File: src/rtl/writeback_queue.sv
// Writeback stage: retires ALU results and in-order load returns onto the single
// register-file write port, tracking outstanding loads in a small FIFO.
module writeback_queue #(
    parameter int XLEN     = 32,
    parameter int LQ_DEPTH = 4,
    parameter int REG_AW   = 5
) (
    input  logic                          clk,
    input  logic                          rst,
    input  logic                          ex_valid,
    output logic                          ex_ready,
    input  logic [6:0]                    ex_opcode,
    input  logic [2:0]                    ex_funct3,
    input  logic [REG_AW-1:0]             ex_rd,
    input  logic                          ex_wb_reg,
    input  logic [XLEN-1:0]               ex_alu_out,
    input  logic [XLEN-1:0]               dcache_out,
    input  logic                          done,
    output logic                          wb_enable,
    output logic [REG_AW-1:0]             wb_rd_addr,
    output logic [XLEN-1:0]               wb_rd_data,
    output logic [$clog2(LQ_DEPTH):0]     lq_count,
    output logic                          lq_full,
    output logic                          lq_underflow
);
    localparam int OB = $clog2(XLEN/8);
    localparam int PW = $clog2(LQ_DEPTH);
    localparam int CW = PW + 1;
    localparam int EW = REG_AW + 3 + OB + 1;
    localparam logic [6:0] OP_LOAD = 7'b0000011;

    logic [EW-1:0]     lq_mem_q [LQ_DEPTH];
    logic [EW-1:0]     lq_mem_d [LQ_DEPTH];
    logic [PW-1:0]     head_q, head_d, tail_q, tail_d;
    logic [CW-1:0]     count_q, count_d;
    logic              underflow_q, underflow_d;
    logic              wb_enable_q, wb_enable_d;
    logic [REG_AW-1:0] wb_rd_addr_q, wb_rd_addr_d;
    logic [XLEN-1:0]   wb_rd_data_q, wb_rd_data_d;

    logic              is_load, full, empty, accept, push, pop;
    logic [EW-1:0]     head_entry;
    logic [REG_AW-1:0] h_rd;
    logic [2:0]        h_f3;
    logic [OB-1:0]     h_off;
    logic              h_wb;
    logic [7:0]        byte_v;
    logic [15:0]       half_v;
    logic [31:0]       word_v;
    logic [XLEN-1:0]   ld_data;

    always_comb begin
        is_load    = (ex_opcode == OP_LOAD);
        full       = (count_q == CW'(LQ_DEPTH));
        empty      = (count_q == '0);
        // A load return owns the write port, so a writing ALU op must wait.
        ex_ready   = !((ex_valid && !is_load && ex_wb_reg && done) ||
                       (is_load && full && !done));
        accept     = ex_valid && ex_ready;
        push       = accept && is_load;
        pop        = done && !empty;
        head_entry = lq_mem_q[head_q];
        h_rd       = head_entry[EW-1 -: REG_AW];
        h_f3       = head_entry[OB+3 -: 3];
        h_off      = head_entry[OB:1];
        h_wb       = head_entry[0];
    end

    // Offset bits below the access size are dropped, so misaligned accesses round down.
    always_comb begin
        byte_v = 8'(dcache_out >> {h_off, 3'b000});
        half_v = 16'(dcache_out >> {h_off & ~OB'(1), 3'b000});
        word_v = 32'(dcache_out >> {h_off & ~OB'(3), 3'b000});
        case (h_f3)
            3'b000:  ld_data = XLEN'($signed(byte_v));
            3'b001:  ld_data = XLEN'($signed(half_v));
            3'b010:  ld_data = XLEN'($signed(word_v));
            3'b100:  ld_data = XLEN'(byte_v);
            3'b101:  ld_data = XLEN'(half_v);
            3'b110:  ld_data = XLEN'(word_v);
            default: ld_data = dcache_out;
        endcase
    end

    always_comb begin
        lq_mem_d     = lq_mem_q;
        head_d       = head_q;
        tail_d       = tail_q;
        count_d      = count_q + CW'(push) - CW'(pop);
        underflow_d  = underflow_q | (done && empty);
        wb_enable_d  = 1'b0;
        wb_rd_addr_d = wb_rd_addr_q;
        wb_rd_data_d = wb_rd_data_q;
        if (push) begin
            lq_mem_d[tail_q] = {ex_rd, ex_funct3, ex_alu_out[OB-1:0], ex_wb_reg};
            tail_d           = tail_q + 1'b1;
        end
        if (pop) begin
            head_d = head_q + 1'b1;
        end
        if (pop) begin
            if (h_wb && h_rd != '0) begin
                wb_enable_d  = 1'b1;
                wb_rd_addr_d = h_rd;
                wb_rd_data_d = ld_data;
            end
        end else if (accept && !is_load && ex_wb_reg && ex_rd != '0) begin
            wb_enable_d  = 1'b1;
            wb_rd_addr_d = ex_rd;
            wb_rd_data_d = ex_alu_out;
        end
    end

    always_ff @(posedge clk) begin
        if (rst) begin
            for (int i = 0; i < LQ_DEPTH; i++) begin
                lq_mem_q[i] <= '0;
            end
            head_q       <= '0;
            tail_q       <= '0;
            count_q      <= '0;
            underflow_q  <= 1'b0;
            wb_enable_q  <= 1'b0;
            wb_rd_addr_q <= '0;
            wb_rd_data_q <= '0;
        end else begin
            lq_mem_q     <= lq_mem_d;
            head_q       <= head_d;
            tail_q       <= tail_d;
            count_q      <= count_d;
            underflow_q  <= underflow_d;
            wb_enable_q  <= wb_enable_d;
            wb_rd_addr_q <= wb_rd_addr_d;
            wb_rd_data_q <= wb_rd_data_d;
        end
    end

    assign wb_enable    = wb_enable_q;
    assign wb_rd_addr   = wb_rd_addr_q;
    assign wb_rd_data   = wb_rd_data_q;
    assign lq_count     = count_q;
    assign lq_full      = (count_q == CW'(LQ_DEPTH));
    assign lq_underflow = underflow_q;
endmodule

File: config.mk
export PLATFORM = sky130hd
export DESIGN_NAME = writeback_queue
export DESIGN_NICKNAME = d
export VERILOG_FILES = /design/src/rtl/writeback_queue.sv
export SDC_FILE = /design/constraint.sdc
export NUM_CORES = 1
export LEC_CHECK = 0
export BUFFER_PORTS_ARGS = -buffer_cell sky130_fd_sc_hd__buf_2
export CAP_MARGIN = 20
export CORE_MARGIN = 2
export CORE_UTILIZATION = 25
export CTS_CLUSTER_SIZE = 12
export DETAILED_ROUTE_END_ITERATION = 8
export PLACE_DENSITY = 0.56
export SYNTH_ARGS = -nofsm -noshare
export SYNTH_HDL_FRONTEND = slang
export SYNTH_SLANG_ARGS = --single-unit
File: constraint.sdc
create_clock -name clk -period 2.7 [get_ports clk]
set_input_delay 0.27 -clock clk [delete_from_list [all_inputs] [get_ports clk]]
set_output_delay 0.27 -clock clk [all_outputs]
set_load 0.1 [all_outputs]
-- Yosys cells after proc, flatten, opt, wreduce, memory -nomap -nowiden
Cells that the tools add are included.
- add/subtract/negate cells: 4
- magnitude comparators: 3
- equal/unequal tests: 6
- shifts and indexed selects: 2
- mux-type cells: 16
- bitwise gates (word level): 3
- reduce and logical (&&, ||, !) cells: 25
- operators with widths (cell ; number):
    $pmux 32 s4 ; 1
    $mux 32 ; 3
    $bwmux 44 ; 1
    $mux 11 ; 3
    $shr 32x5->16 ; 1
    $shr 32x5->8 ; 1
    $bmux 11 s2 ; 1
    $demux 11 s2 ; 1
    $mux 5 ; 3
    $logic_and 1x1->1 ; 14
    $reduce_bool 5->1 ; 2
    $eq 3x3->1 const B ; 3
    $eq 7x2->1 const B ; 1
    $ge 3x3->1 const B ; 2
    $logic_not 3->1 ; 2
    $not 2->3 ; 2
    $add 2x1->2 const B ; 2
    $logic_not 1->1 ; 4
    $add 3x1->3 ; 1
    $eq 3x1->1 const B ; 1
    $lt 3x1->1 const B ; 1
    $mux 1 ; 3
    $sub 3x1->3 ; 1
    $ne 2x1->1 const B ; 1
    4 further kinds ; 4
- register bits: 90
- input port bits: 84
- output and inout port bits: 44
- logic and storage cells: 70

-- Depth between registers and ports, before layout
Gate-level depths: netlist of the first run.
- depth after elaboration: 13
- mapped depth: 13
- gate-level depth less buffers: 10

-- Least setup slack after synthesis of the first run
No wires, ideal clock.
- kind: register -> register
- start: reg count_q[1], in the netlist lq_count[1]
- end: reg count_q[2], in the netlist lq_count[2]
- setup time: 0.128 ns
- arrival time: 3.467 ns
- data required time: 2.572 ns
- path slack: -0.895 ns
- cell stages (with the launch flop): 13
- buffers on the path: 2
- clock period less this slack: 3.595 ns
- cells stage by stage: dfxtp_1 -> nor4b_1 -> nor4b_2 -> clkbuf_1 -> buf_2 -> inv_1 -> ha_1 -> inv_1 -> ha_1 -> fa_1 -> xnor2_1 -> xnor2_1 -> nor2_1
- longest elaborated chain between the ends: 9
- elaborated cells between the ends (all ways): 12
- classes of those cells: add/sub: 2; eq/ne: 1; reduce/logical: 9
- ends and longest elaborated chain (element ; line ; RTL):
    from (decl) ; 35 ; logic [CW-1:0] count_q, count_d;
    from (signal assigned) ; 130 ; count_q <= count_d;
    $eq 3x3->1 ; 54 ; full = (count_q == CW'(LQ_DEPTH));
    $logic_and 1x1->1 (2 in a row) ; 58 ; (is_load && full && !done));
    $logic_or 1x1->1 ; 57 ; ex_ready = !((ex_valid && !is_load && ex_wb_reg && done) ||
    $logic_not 1->1 ; 57 ;
    $logic_and 1x1->1 ; 59 ; accept = ex_valid && ex_ready;
    $logic_and 1x1->1 ; 60 ; push = accept && is_load;
    $add 3x1->3 ; 89 ; count_d = count_q + CW'(push) - CW'(pop);
    $sub 3x1->3 (*) ; 89 ;
Mark *: on every way between the ends. The rest lies on a longest branch, timed or not.
A chain may end at the register's enable or synchronous reset.

-- Worst setup path after layout of the first run
- start: reg head_q[0]
- end: reg wb_rd_data_q[16], in the netlist wb_rd_data[16]
- longest elaborated chain between the ends: 8
- elaborated cells between the ends (all ways): 17
- classes of those cells: eq/ne: 4; shift: 2; mux: 6; bitwise: 1; reduce/logical: 4
- ends and longest elaborated chain (element ; line ; RTL):
    from (decl) ; 34 ; logic [PW-1:0] head_q, head_d, tail_q, tail_d;
    from (signal assigned) ; 119 ; head_q <= '0;
    from (signal assigned) ; 128 ; head_q <= head_d;
    $not 2->3 (implied by the code) (*) ; 62 ; head_entry = lq_mem_q[head_q];
    $bmux 11 s2 (*) ; 62 ;
    $mux 11 (implied by the code) (*) (2 in a row) ; 62 ;
    $shr 32x5->16 (tied with other cells) ; 72 ; half_v = 16'(dcache_out >> {h_off & ~OB'(1), 3'b000});
    $pmux 32 s4 / $logic_and 1x1->1 (equally long branches) ; 74, 102 ;
    $mux 32 / $ne 2x1->1 (equally long branches) ; - ;
    $mux 32 / $reduce_and 2->1 (equally long branches) ; - ;
    to (signal assigned) ; 134 ; wb_rd_data_q <= wb_rd_data_d;
    to (decl) ; 39 ; logic [XLEN-1:0] wb_rd_data_q, wb_rd_data_d;
Mark *: on every way between the ends. The rest lies on a longest branch, timed or not. The select of a mux whose other input is x is not followed.

==> metrics.yaml, run 1 <==
ys.flop_type: "dfxtp_1"
place_hpwl_mm: 11.9
clockRootBuffer: "clkbuf_16"
status: "finished, final reports clean"
viasPerCell: 5.21
rsz0062_at_grt: "false"
syn_area_mm2: 0.00462
required_ps: 2980
slowest_stage: "a211oi_2"
synth_fp_nets: 618
clkTransAtPathRegs_ps: 70
crit_arrival_ps: 2820
antenna_found_initial: 1
grt_overflow_total: 0
finalSetupViolations: 0
drv_slew: 0
die_h_um: 140
dieArea_mm2: 0.0196
cts_max_path_buffers: 2
vdd_ir_drop_max_v: 0.000397
n_antenna_cell: 0
synthDistinctLibCells: 51
switching_share_pct: 37.0
leakage_nw: 2.24
cts_buffers: 9
pre_cts_ws_ps: 161
h-tree-depth: 3
wl_per_cell_um: 18.1
gp_congestion: 0.851
critPathLaunchType: "flop"
crit_fanout: 16
grt_max_degree: 51
fin_setup_tns_ps: 0
io_pins: 128
grt_pass1_vias: 4376
period_minus_slack_ps: 2540
fin_ws_ps: 161
ant_nets: 0
drive_above_1_share_pct: 32.7
synth-seq-area-share_pct: 39.0
placed_cell_area_mm2: 0.00561
syn_avg_cell_area_um2: 8.77
max_freq_mhz: 394
crit_chain: "mux4_1 > mux2i_1 > a211oi_2 > a221oi_1 > o2bb2ai_1"
drtIter0Drc: 350
drc: 0
fill_cells: 1905
numPortBuffers: 127
dp.cells: 868
row_count: 49
worst_slew_pin_slew_ps: 1140
post-route-period-util_pct: 94.0
synth-warning-count: 0
p_int_mw: 2.47
ys_ff_latch: 90
hold_viol: 0
path_class: "flop to flop"
clock_power_share_pct: 32.6
grt.total_usage_pct: 16.2
initial_core_util_pct: 25.6
synth_cells: 527
postCtsHoldBufs: 0
hold_path.class: "input pin to flop"
switching_power_mw: 1.45
comb_power_share_pct: 30.3
post-cts-setup-buffers: 0
synth-edff-count: 0
crit_path_end_kind: "flop"
fin_nets: 741
cts_tree: "yes"
synthArstFlopShare_pct: 0
area_growth_pct: 27.7
core_region_area_mm2: 0.0180
cap_viol_max_count: 0
max-slew-margin-rel_pct: 23.8
fin_skew_ps: 7.53
grt_pass1_wl_mm: 25.0
vias: 4602
p_seq_share_pct: 37.1
insertion_delay_ps: 350
die_w_um: 140
cpPeakStageDelay_ps: 950
totalWireLength_mm: 16.0
powerDensity_mw_per_mm2: 664
cts.sinks: 90
final-instance-count-excl-fill: 884
cts_resized: 0
finalInstanceArea_mm2: 0.00590
drt-pass1-iter-count: 6
[flip-flops by register name (all words and copies together), names as in the netlist]
name	count
wb_rd_data	32
head_q	2
tail_q	2
lq_underflow	1
lq_count	3
lq_mem_q	44
wb_rd_addr	5
wb_enable	1
[cells by family after synthesis]
group | after synthesis | synth area share (%)
adder cells (fa/ha/maj) | 7 | 2.06
XOR/XNOR | 5 | 0.947
flip-flops | 90 | 39.0
multiplexers | 24 | 8.42
buffers and inverters | 64 | 6.09
AND/OR/NAND/NOR | 181 | 19.1
AO/OA/AOI/OAI | 156 | 24.4
[cell usage after synthesis (2+ instances only)]
cell type	instances	area share, %
a211oi_2	2	0.54
a21oi_1	69	7.5
a21oi_2	2	0.38
a221oi_1	16	3.0
a311oi_1	13	2.5
a311oi_2	6	1.9
buf_2	12	1.3
buf_6	3	0.73
clkbuf_1	31	2.5
dfxtp_1	90	39
ha_1	6	1.6
inv_1	17	1.4
mux2_2	6	1.5
mux2i_1	7	1.5
mux4_2	10	4.9
nand2_1	77	6.3
nand2b_1	4	0.54
nand3_1	45	4.9
nor2_1	13	1.1
nor2b_1	6	0.81
nor3_1	21	2.3
nor3_4	2	0.70
nor4b_2	2	0.65
o2111ai_1	7	1.3
o21ai_0	8	0.87
o21bai_1	2	0.32
o221ai_1	7	1.3
o22ai_1	2	0.27
o2bb2ai_1	16	3.0
xnor2_1	4	0.76
[power by group through the flow]
stage	clock network [mW]	registers [mW]	logic, mW
floorplan	0	1.84	0.552
global placement	0	1.48	1.19
detailed placement	0	1.48	1.19
CTS	1.30	1.45	1.19
global route	1.35	1.46	1.27
finish	1.28	1.45	1.19
[layer usage]
layer  GRT usage (%)  vias to the layer above  wire [µm]
met5               0                        -          0
met4            4.68                        0        307
met3            4.03                       26       1380
met2            26.0                      203       7330
met1            21.6                     2178       6970
li1                -                     2195          -
[worst max-delay path, delay by kind of cell, from the launching register on]
kind            cells  cell delay (ps)
compound gates      3             1330
flops               1              360
mux                 2              780
[area by class of cell]
type | count | area, µm² | share of cell area (%)
sequential | 90 | 1810 | 30.7
inverter | 17 | 63.8 | 1.08
clock inverter | 5 | 62.6 | 1.06
timing repair buffer | 159 | 876 | 14.8
clock buffer | 11 | 233 | 3.94
tap | 229 | 287 | 4.85
multi-input combinational | 373 | 2570 | 43.5
[stage by stage]
step | total power [mW] | hold WS [ps] | utilization (%)
floorplan | 2.39 | 411 | -
global placement | 2.67 | 441 | 31.1
detailed placement | 2.68 | 445 | 31.1
CTS | 3.95 | 180 | 32.8
global route | 4.09 | 201 | 32.8
finish | 3.92 | 191 | 32.8
[cells in the final DEF (no fill, tap or decap), drive strengths merged, types with 8 or more instances in the layout]
| cell | n |
|---|---|
| dfxtp | 90 |
| nor3 | 23 |
| a311oi | 19 |
| o21ai | 8 |
| a221oi | 16 |
| buf | 159 |
| a21oi | 71 |
| o2bb2ai | 16 |
| o221ai | 8 |
| inv | 18 |
| clkbuf | 11 |
| nand3 | 45 |
| mux4 | 11 |
| nand2 | 77 |
| nor2 | 13 |
[path summary, 6_finish.rpt]
path / to / slack [ps] / cells after the start / start
setup / recovery: wb_rd_data[16]$_SDFFE_PP0P_ / 160 / 5 / head_q[0]$_SDFFE_PP0P_
hold / removal: wb_rd_data[30]$_SDFFE_PP0P_ / 190 / 3 / ex_alu_out[30]
setup reg to reg: wb_rd_data[16]$_SDFFE_PP0P_ / 160 / 5 / head_q[0]$_SDFFE_PP0P_
hold reg to reg: lq_mem_q[7]$_SDFFE_PP0P_ / 460 / 2 / lq_mem_q[7]$_SDFFE_PP0P_
Note: power is estimated with default switching activity, not from simulation.
==> run 2: changes to the inputs <==
==> constraint.sdc (replaced) <==
create_clock -name clk -period 2.7 [get_ports clk]
set_input_delay 0.54 -clock clk [delete_from_list [all_inputs] [get_ports clk]]
set_output_delay 0.54 -clock clk [all_outputs]
set_load 0.1 [all_outputs]
==> run 2 against run 1 <==
Via count is 0.80% lower; clock power hardly changed; wire length is 0.45% higher; highest routed layer is now met5; non-clock buffer count is 4 higher; total power is 1.6% higher; sequential share of layout area is 0.54 points lower; global-route usage is 0.14 points higher; die area stayed put; first-iteration DRC count is 11% lower; sequential power hardly changed.
==> metrics.yaml, run 2 (synthesis gave the netlist of run 1 again) <==
pre_cts_ws_ps: -1.59  # -162 ps
worst_slew_pin_slew_ps: 1030  # -108 ps
ant_nets: 0  # unchanged
max-slew-margin-rel_pct: 30.7  # +7.0 points
crit_fanout: 17  # +1
io_pins: 128  # unchanged
critical-path-top-delay-family: "compound AO/OA/AOI/OAI gates"
fin_skew_ps: 7.35  # -0.178 ps
period_minus_slack_ps: 2550  # +12.2 ps
wl_per_cell_um: 18.1  # about the same
post-cts-setup-buffers: 0  # unchanged
place_hpwl_mm: 11.7  # -1.3%
r2r_end: "wb_rd_data[30]$_SDFFE_PP0P_"
final-instance-count-excl-fill: 888  # +0.45%
fill_cells: 1879  # -1.4%
insertion_delay_ps: 350  # about the same
cts_buffers: 9  # unchanged
vias: 4565  # -0.80%
die_w_um: 140  # unchanged
fin_nets: 745  # +0.54%
h-tree-depth: 3  # unchanged
layout_common_cells: "buf_2 (126), dfxtp_1 (87), nand2_1 (77)"
status: "finished, final reports clean"
crit_chain: "buf_12 > mux4_1 > nor2b_1 > a22oi_2 > a221oi_1 > o2bb2ai_1"
met1_length_mm: 7.03  # +0.77%
multi_input_area_mm2: 0.00261  # +1.6%
cap_viol_max_count: 0  # unchanged
cts.sinks: 90  # unchanged
path_class: "flop to flop"
vdd_ir_drop_max_v: 0.000521  # +31%
gp_congestion: 0.835  # -1.9%
final_common_cell: "buf_2"
drive_above_1_share_pct: 34.4  # +1.8 points
largest_reg_flops: 44  # unchanged
grt_pass1_vias: 4488  # +2.6%
crit_end: "wb_rd_data[30]$_SDFFE_PP0P_"
cts_tree: "yes"
wl_met2_mm: 7.35  # +0.26%
clkTransAtPathRegs_ps: 70  # about the same
row_count: 49  # unchanged
powerDensity_mw_per_mm2: 663  # -0.17%
post-route-period-util_pct: 94.5  # +0.45 points
crit_path_end_kind: "flop"
area_growth_pct: 30.0
drt-pass1-iter-count: 4  # -2
drtIter0Drc: 310  # -11%
hold_slack_ps: 453  # +262 ps
postCtsHoldBufs: 0  # unchanged
totalWireLength_mm: 16.1  # +0.45%
n_antenna_cell: 0  # unchanged
worst-path-stages: 6  # +1
required_ps: 2980  # about the same
cpPeakStageDelay_ps: 670  # -280 ps
max_freq_mhz: 392  # -0.48%
r2r_setup_slack_ps: 150  # about the same
cts_resized: 0  # unchanged
grt_overflow_total: 0  # unchanged
clockRootBuffer: "clkbuf_16"
hold_viol: 0  # unchanged
fin_ws_ps: 149  # -12.2 ps
rr_startpoint: "head_q[0]$_SDFFE_PP0P_"
drv_slew: 0  # unchanged
grt_pass1_wl_mm: 25.3  # +1.2%
dp.cells: 871  # +0.35%
hold_path.class: "flop to flop"
finalSetupViolations: 0  # unchanged
critPathLaunch: "head_q[0]$_SDFFE_PP0P_"
cts_max_path_buffers: 2  # unchanged
leakage_nw: 2.29  # +2.1%
drc: 0  # unchanged
crit_buf_inv: 1  # +1
core_region_area_mm2: 0.0180  # unchanged
initial_core_util_pct: 25.6  # unchanged
rsz0062_at_grt: "false"
grt_max_degree: 51  # unchanged
critPathLaunchType: "flop"
slowest_stage: "mux4_1"
grt.total_usage_pct: 16.3  # +0.14 points
seq_area_mm2: 0.00181  # unchanged
r2r_cells: 6  # +1
numPortBuffers: 127  # unchanged
dieArea_mm2: 0.0196  # unchanged
crit_arrival_ps: 2830  # about the same
wl_met3_mm: 1.33  # -3.6%
viasPerCell: 5.14  # -1.3%
dr.max_layer_used: "met5"
die_h_um: 140  # unchanged
regMostFlops: "lq_mem_q"
antenna_found_initial: 1  # unchanged
## run 2: cell types whose count changed in the layout (fill, tap and decap cells not counted), moves of 2 or more
cell        previous run  this run
inv_1                 17        15
buf_4                 32        34
clkinv_2               0         2
clkbuf_1               2         0
clkbuf_8               0         2
buf_12                 0         2
inv_2                  0         2
ha_4                   0         2
clkinvlp_4             2         0
ha_1                   6         4
## run 2: final cells by class
class	instances	area share (%)
repair buffers	163	15.6
multi-input cells	373	43.4
clock buffers	11	4.39
inverters	17	1.06
flip-flops and latches	90	30.2
clock inverters	5	0.562
well taps	229	4.77
## run 2: how the worst min path moves through the flow
stage                                     start                          end  cells past startpoint
floorplan             lq_mem_q[24]$_SDFFE_PP0P_    lq_mem_q[24]$_SDFFE_PP0P_                      2
global placement      lq_mem_q[19]$_SDFFE_PP0P_    lq_mem_q[19]$_SDFFE_PP0P_                      2
detailed placement  wb_rd_data[20]$_SDFFE_PP0P_  wb_rd_data[20]$_SDFFE_PP0P_                      1
CTS                              ex_alu_out[14]  wb_rd_data[14]$_SDFFE_PP0P_                      3
global route           lq_mem_q[8]$_SDFFE_PP0P_     lq_mem_q[8]$_SDFFE_PP0P_                      2
finish                lq_mem_q[43]$_SDFFE_PP0P_    lq_mem_q[43]$_SDFFE_PP0P_                      2
## run 2: per-layer routing
layer / global-route usage [%] / up-vias
met4: 5.21 / 2
met5: 0 / -
li1: - / 2206
met2: 26.0 / 180
met3: 4.58 / 21
met1: 21.4 / 2156
## run 2: metrics by stage
step | power, mW | util [%] | setup TNS (ps) | area [µm²]
floorplan | 2.42 | - | -321 | 4710
global placement | 2.74 | 31.6 | 0 | 5700
detailed placement | 2.74 | 31.6 | -1.59 | 5700
CTS | 4.02 | 33.3 | 0 | 6000
global route | 4.16 | 33.3 | 0 | 6010
finish | 3.98 | 33.3 | 0 | 6010
## run 2: power by group
| part | internal (mW) | switching [mW] | total, mW | leakage (nW) |
|---|---|---|---|---|
| logic | 0.388 | 0.857 | 1.24 | 1.40 |
| registers | 1.40 | 0.0632 | 1.46 | 0.731 |
| clock network | 0.708 | 0.567 | 1.28 | 0.151 |
| total | 2.50 | 1.49 | 3.98 | 2.29 |
## run 2: worst register-to-register path, delay by kind of cell (launching register included)
family	cells	cell delay [ps]
compound gates	3	1080
mux	1	680
flops	1	360
simple gates	1	190
buf+inv	1	170
==> run 3: changes to the inputs <==
--- a/config.mk
+++ b/config.mk
@@ -7,11 +7,10 @@
 export LEC_CHECK = 0
 export BUFFER_PORTS_ARGS = -buffer_cell sky130_fd_sc_hd__buf_2
 export CAP_MARGIN = 20
-export CORE_MARGIN = 2
-export CORE_UTILIZATION = 25
+export CORE_UTILIZATION = 48
 export CTS_CLUSTER_SIZE = 12
 export DETAILED_ROUTE_END_ITERATION = 8
-export PLACE_DENSITY = 0.56
+export PLACE_DENSITY = 0.87
 export SYNTH_ARGS = -nofsm -noshare
 export SYNTH_HDL_FRONTEND = slang
 export SYNTH_SLANG_ARGS = --single-unit
==> run 3 against run 2 <==
Cell count shrank 12%; utilization grew 28 points; hold slack is essentially flat; clock power shrank 41%; setup slack gained 71 ps; global-route usage grew 11 points; sequential power is essentially flat.
==> metrics.yaml, run 3 (synthesis gave the netlist of run 1 again) <==
insertion_delay_ps: 350  # about the same
cap_viol_max_count: 0  # unchanged
gr-usage-met3_pct: 4.25  # -0.33 points
totalWireLength_mm: 14.0  # -13%
fin_skew_ps: 9.56  # +2.21 ps
vdd_ir_drop_max_v: 0.000283  # -46%
required_ps: 2970  # about the same
critical-path-top-delay-family: "compound AO/OA/AOI/OAI gates"
cts_tree: "yes"
gp_congestion: 0.898  # +7.6%
leakage_nw: 2.17  # -5.0%
clockRootBuffer: "clkbuf_8"
row_count: 35  # -29%
drc: 0  # unchanged
clkTransAtPathRegs_ps: 80  # about the same
grt_pass1_vias: 4474  # -0.31%
cpPeakStageDelay_ps: 520  # -150 ps
cts.sinks: 90  # unchanged
fin_util_pct: 61.0  # +28 points
h-tree-depth: 3  # unchanged
slowest_stage: "mux4_2"
grt.total_usage_pct: 27.6  # +11 points
final-instance-count-excl-fill: 778  # -12%
crit_path_end_kind: "flop"
period_minus_slack_ps: 2480  # -71.4 ps
post-route-period-util_pct: 91.8  # -2.6 points
grt_pass1_wl_mm: 21.7  # -14%
grt_busiest_layer: "met2"
max_freq_mhz: 403  # +2.9%
antenna_found_initial: 0  # -1
place_hpwl_mm: 10.1  # -14%
fill_cells: 766  # -59%
crit_arrival_ps: 2740  # -90 ps
finalInstanceArea_mm2: 0.00566  # -5.8%
crit_buf_inv: 1  # unchanged
numPortBuffers: 127  # unchanged
pre_cts_ws_ps: -8.67  # -7.08 ps
worst_slew_pin_slew_ps: 1000  # -30.0 ps
hold_viol: 0  # unchanged
placed_cell_area_mm2: 0.00552  # -3.2%
hold_path.class: "input pin to flop"
vias: 4789  # +4.9%
initial_core_util_pct: 49.8  # +24 points
cts_max_path_buffers: 2  # unchanged
final_common_cell: "buf_2"
grt_overflow_total: 0  # unchanged
drt-pass1-iter-count: 6  # +2
regMostFlops: "lq_mem_q"
path_class: "flop to flop"
critPathLaunchType: "flop"
n_antenna_cell: 0  # unchanged
die_w_um: 100  # -28%
rsz0062_at_grt: "false"
fin_nets: 738  # -0.94%
cts_buffers: 9  # unchanged
crit_fanout: 8  # -9
viasPerCell: 6.16  # +20%
crit_chain: "buf_4 > mux4_2 > nand2b_1 > a21oi_2 > o221ai_1 > a311oi_2"
drv_slew: 0  # unchanged
max-slew-margin-rel_pct: 32.8  # +2.0 points
grt_util_met2_pct: 47.3  # +21 points
dieArea_mm2: 0.0100  # -49%
grt_use_met1_pct: 33.9  # +12 points
dp.cells: 765  # -12%
status: "finished, final reports clean"
drtIter0Drc: 407  # +31%
io_pins: 128  # unchanged
powerDensity_mw_per_mm2: 610  # -8.0%
core_region_area_mm2: 0.00928  # -48%
finalSetupViolations: 0  # unchanged
ant_nets: 0  # unchanged
die_h_um: 100  # -28%
drive_above_1_share_pct: 33.0  # -1.5 points
fin_ws_ps: 220  # +71.4 ps
largest_reg_flops: 44  # unchanged
area_growth_pct: 22.5
grt_max_degree: 51  # unchanged
wl_per_cell_um: 18.0  # -0.62%
layout_common_cells: "buf_2 (126), dfxtp_1 (87), nand2_1 (77)"
-- run 3: repair_timing --
| item | CTS | global route |
|---|---|---|
| endpoints found under the setup margin | 0 | 16 |
| gates resized for setup | 0 | 1 |
| hold buffers | 0 | 0 |
| buffers inserted | 0 | 0 |
| hold endpoints to repair | 0 | 0 |
-- run 3: area by class of cell --
| cell class | instances | area (µm²) | share of cell area (%) |
|---|---|---|---|
| well taps | 129 | 161 | 2.85 |
| repair buffers | 156 | 868 | 15.3 |
| clock buffers | 12 | 135 | 2.39 |
| multi-input cells | 373 | 2620 | 46.2 |
| flip-flops and latches | 90 | 1810 | 32.0 |
| inverters | 17 | 63.8 | 1.13 |
| clock inverters | 1 | 5.00 | 0.0884 |
-- run 3: power breakdown --
part	internal [mW]	leakage, nW	switching (mW)	total (mW)
clock	0.320	0.0722	0.437	0.757
combinational	0.378	1.37	0.855	1.23
sequential	1.40	0.731	0.0642	1.46
-- run 3: path summary, 6_finish.rpt --
kind | start | to | slack (ps) | depth (start not counted)
worst max-delay path | head_q[0]$_SDFFE_PP0P_ | wb_rd_data[5]$_SDFFE_PP0P_ | 220 | 6
worst min-delay path | ex_alu_out[6] | wb_rd_data[6]$_SDFFE_PP0P_ | 450 | 3
worst max register to register | head_q[0]$_SDFFE_PP0P_ | wb_rd_data[5]$_SDFFE_PP0P_ | 220 | 6
worst min register to register | lq_mem_q[27]$_SDFFE_PP0P_ | lq_mem_q[27]$_SDFFE_PP0P_ | 460 | 2
-- run 3: worst reg2reg max path, cell delays in order (launching register included) --
cell and delay, ps:
dfxtp_1 430, buf_4 180, mux4_2 520, nand2b_1 340, a21oi_2 410, o221ai_1 230, a311oi_2 280
-- run 3: stage by stage --
step / hold WS (ps) / setup TNS [ps] / total power, mW
6_report: 453 / 0 / 3.45
5_1_grt: 460 / 0 / 3.59
4_1_cts: 449 / 0 / 3.45
3_5_place_dp: 447 / -8.67 / 2.72
3_3_place_gp: 439 / 0 / 2.69
2_1_floorplan: 432 / -321 / 2.42
-- run 3: layer usage --
| metal | up-vias | share of wire (%) |
|---|---|---|
| met1 | 2240 | 39 |
| met3 | 54 | 9.0 |
| li1 | 2190 | - |
| met4 | 0 | 3.9 |
| met2 | 305 | 48 |
| met5 | - | 0 |
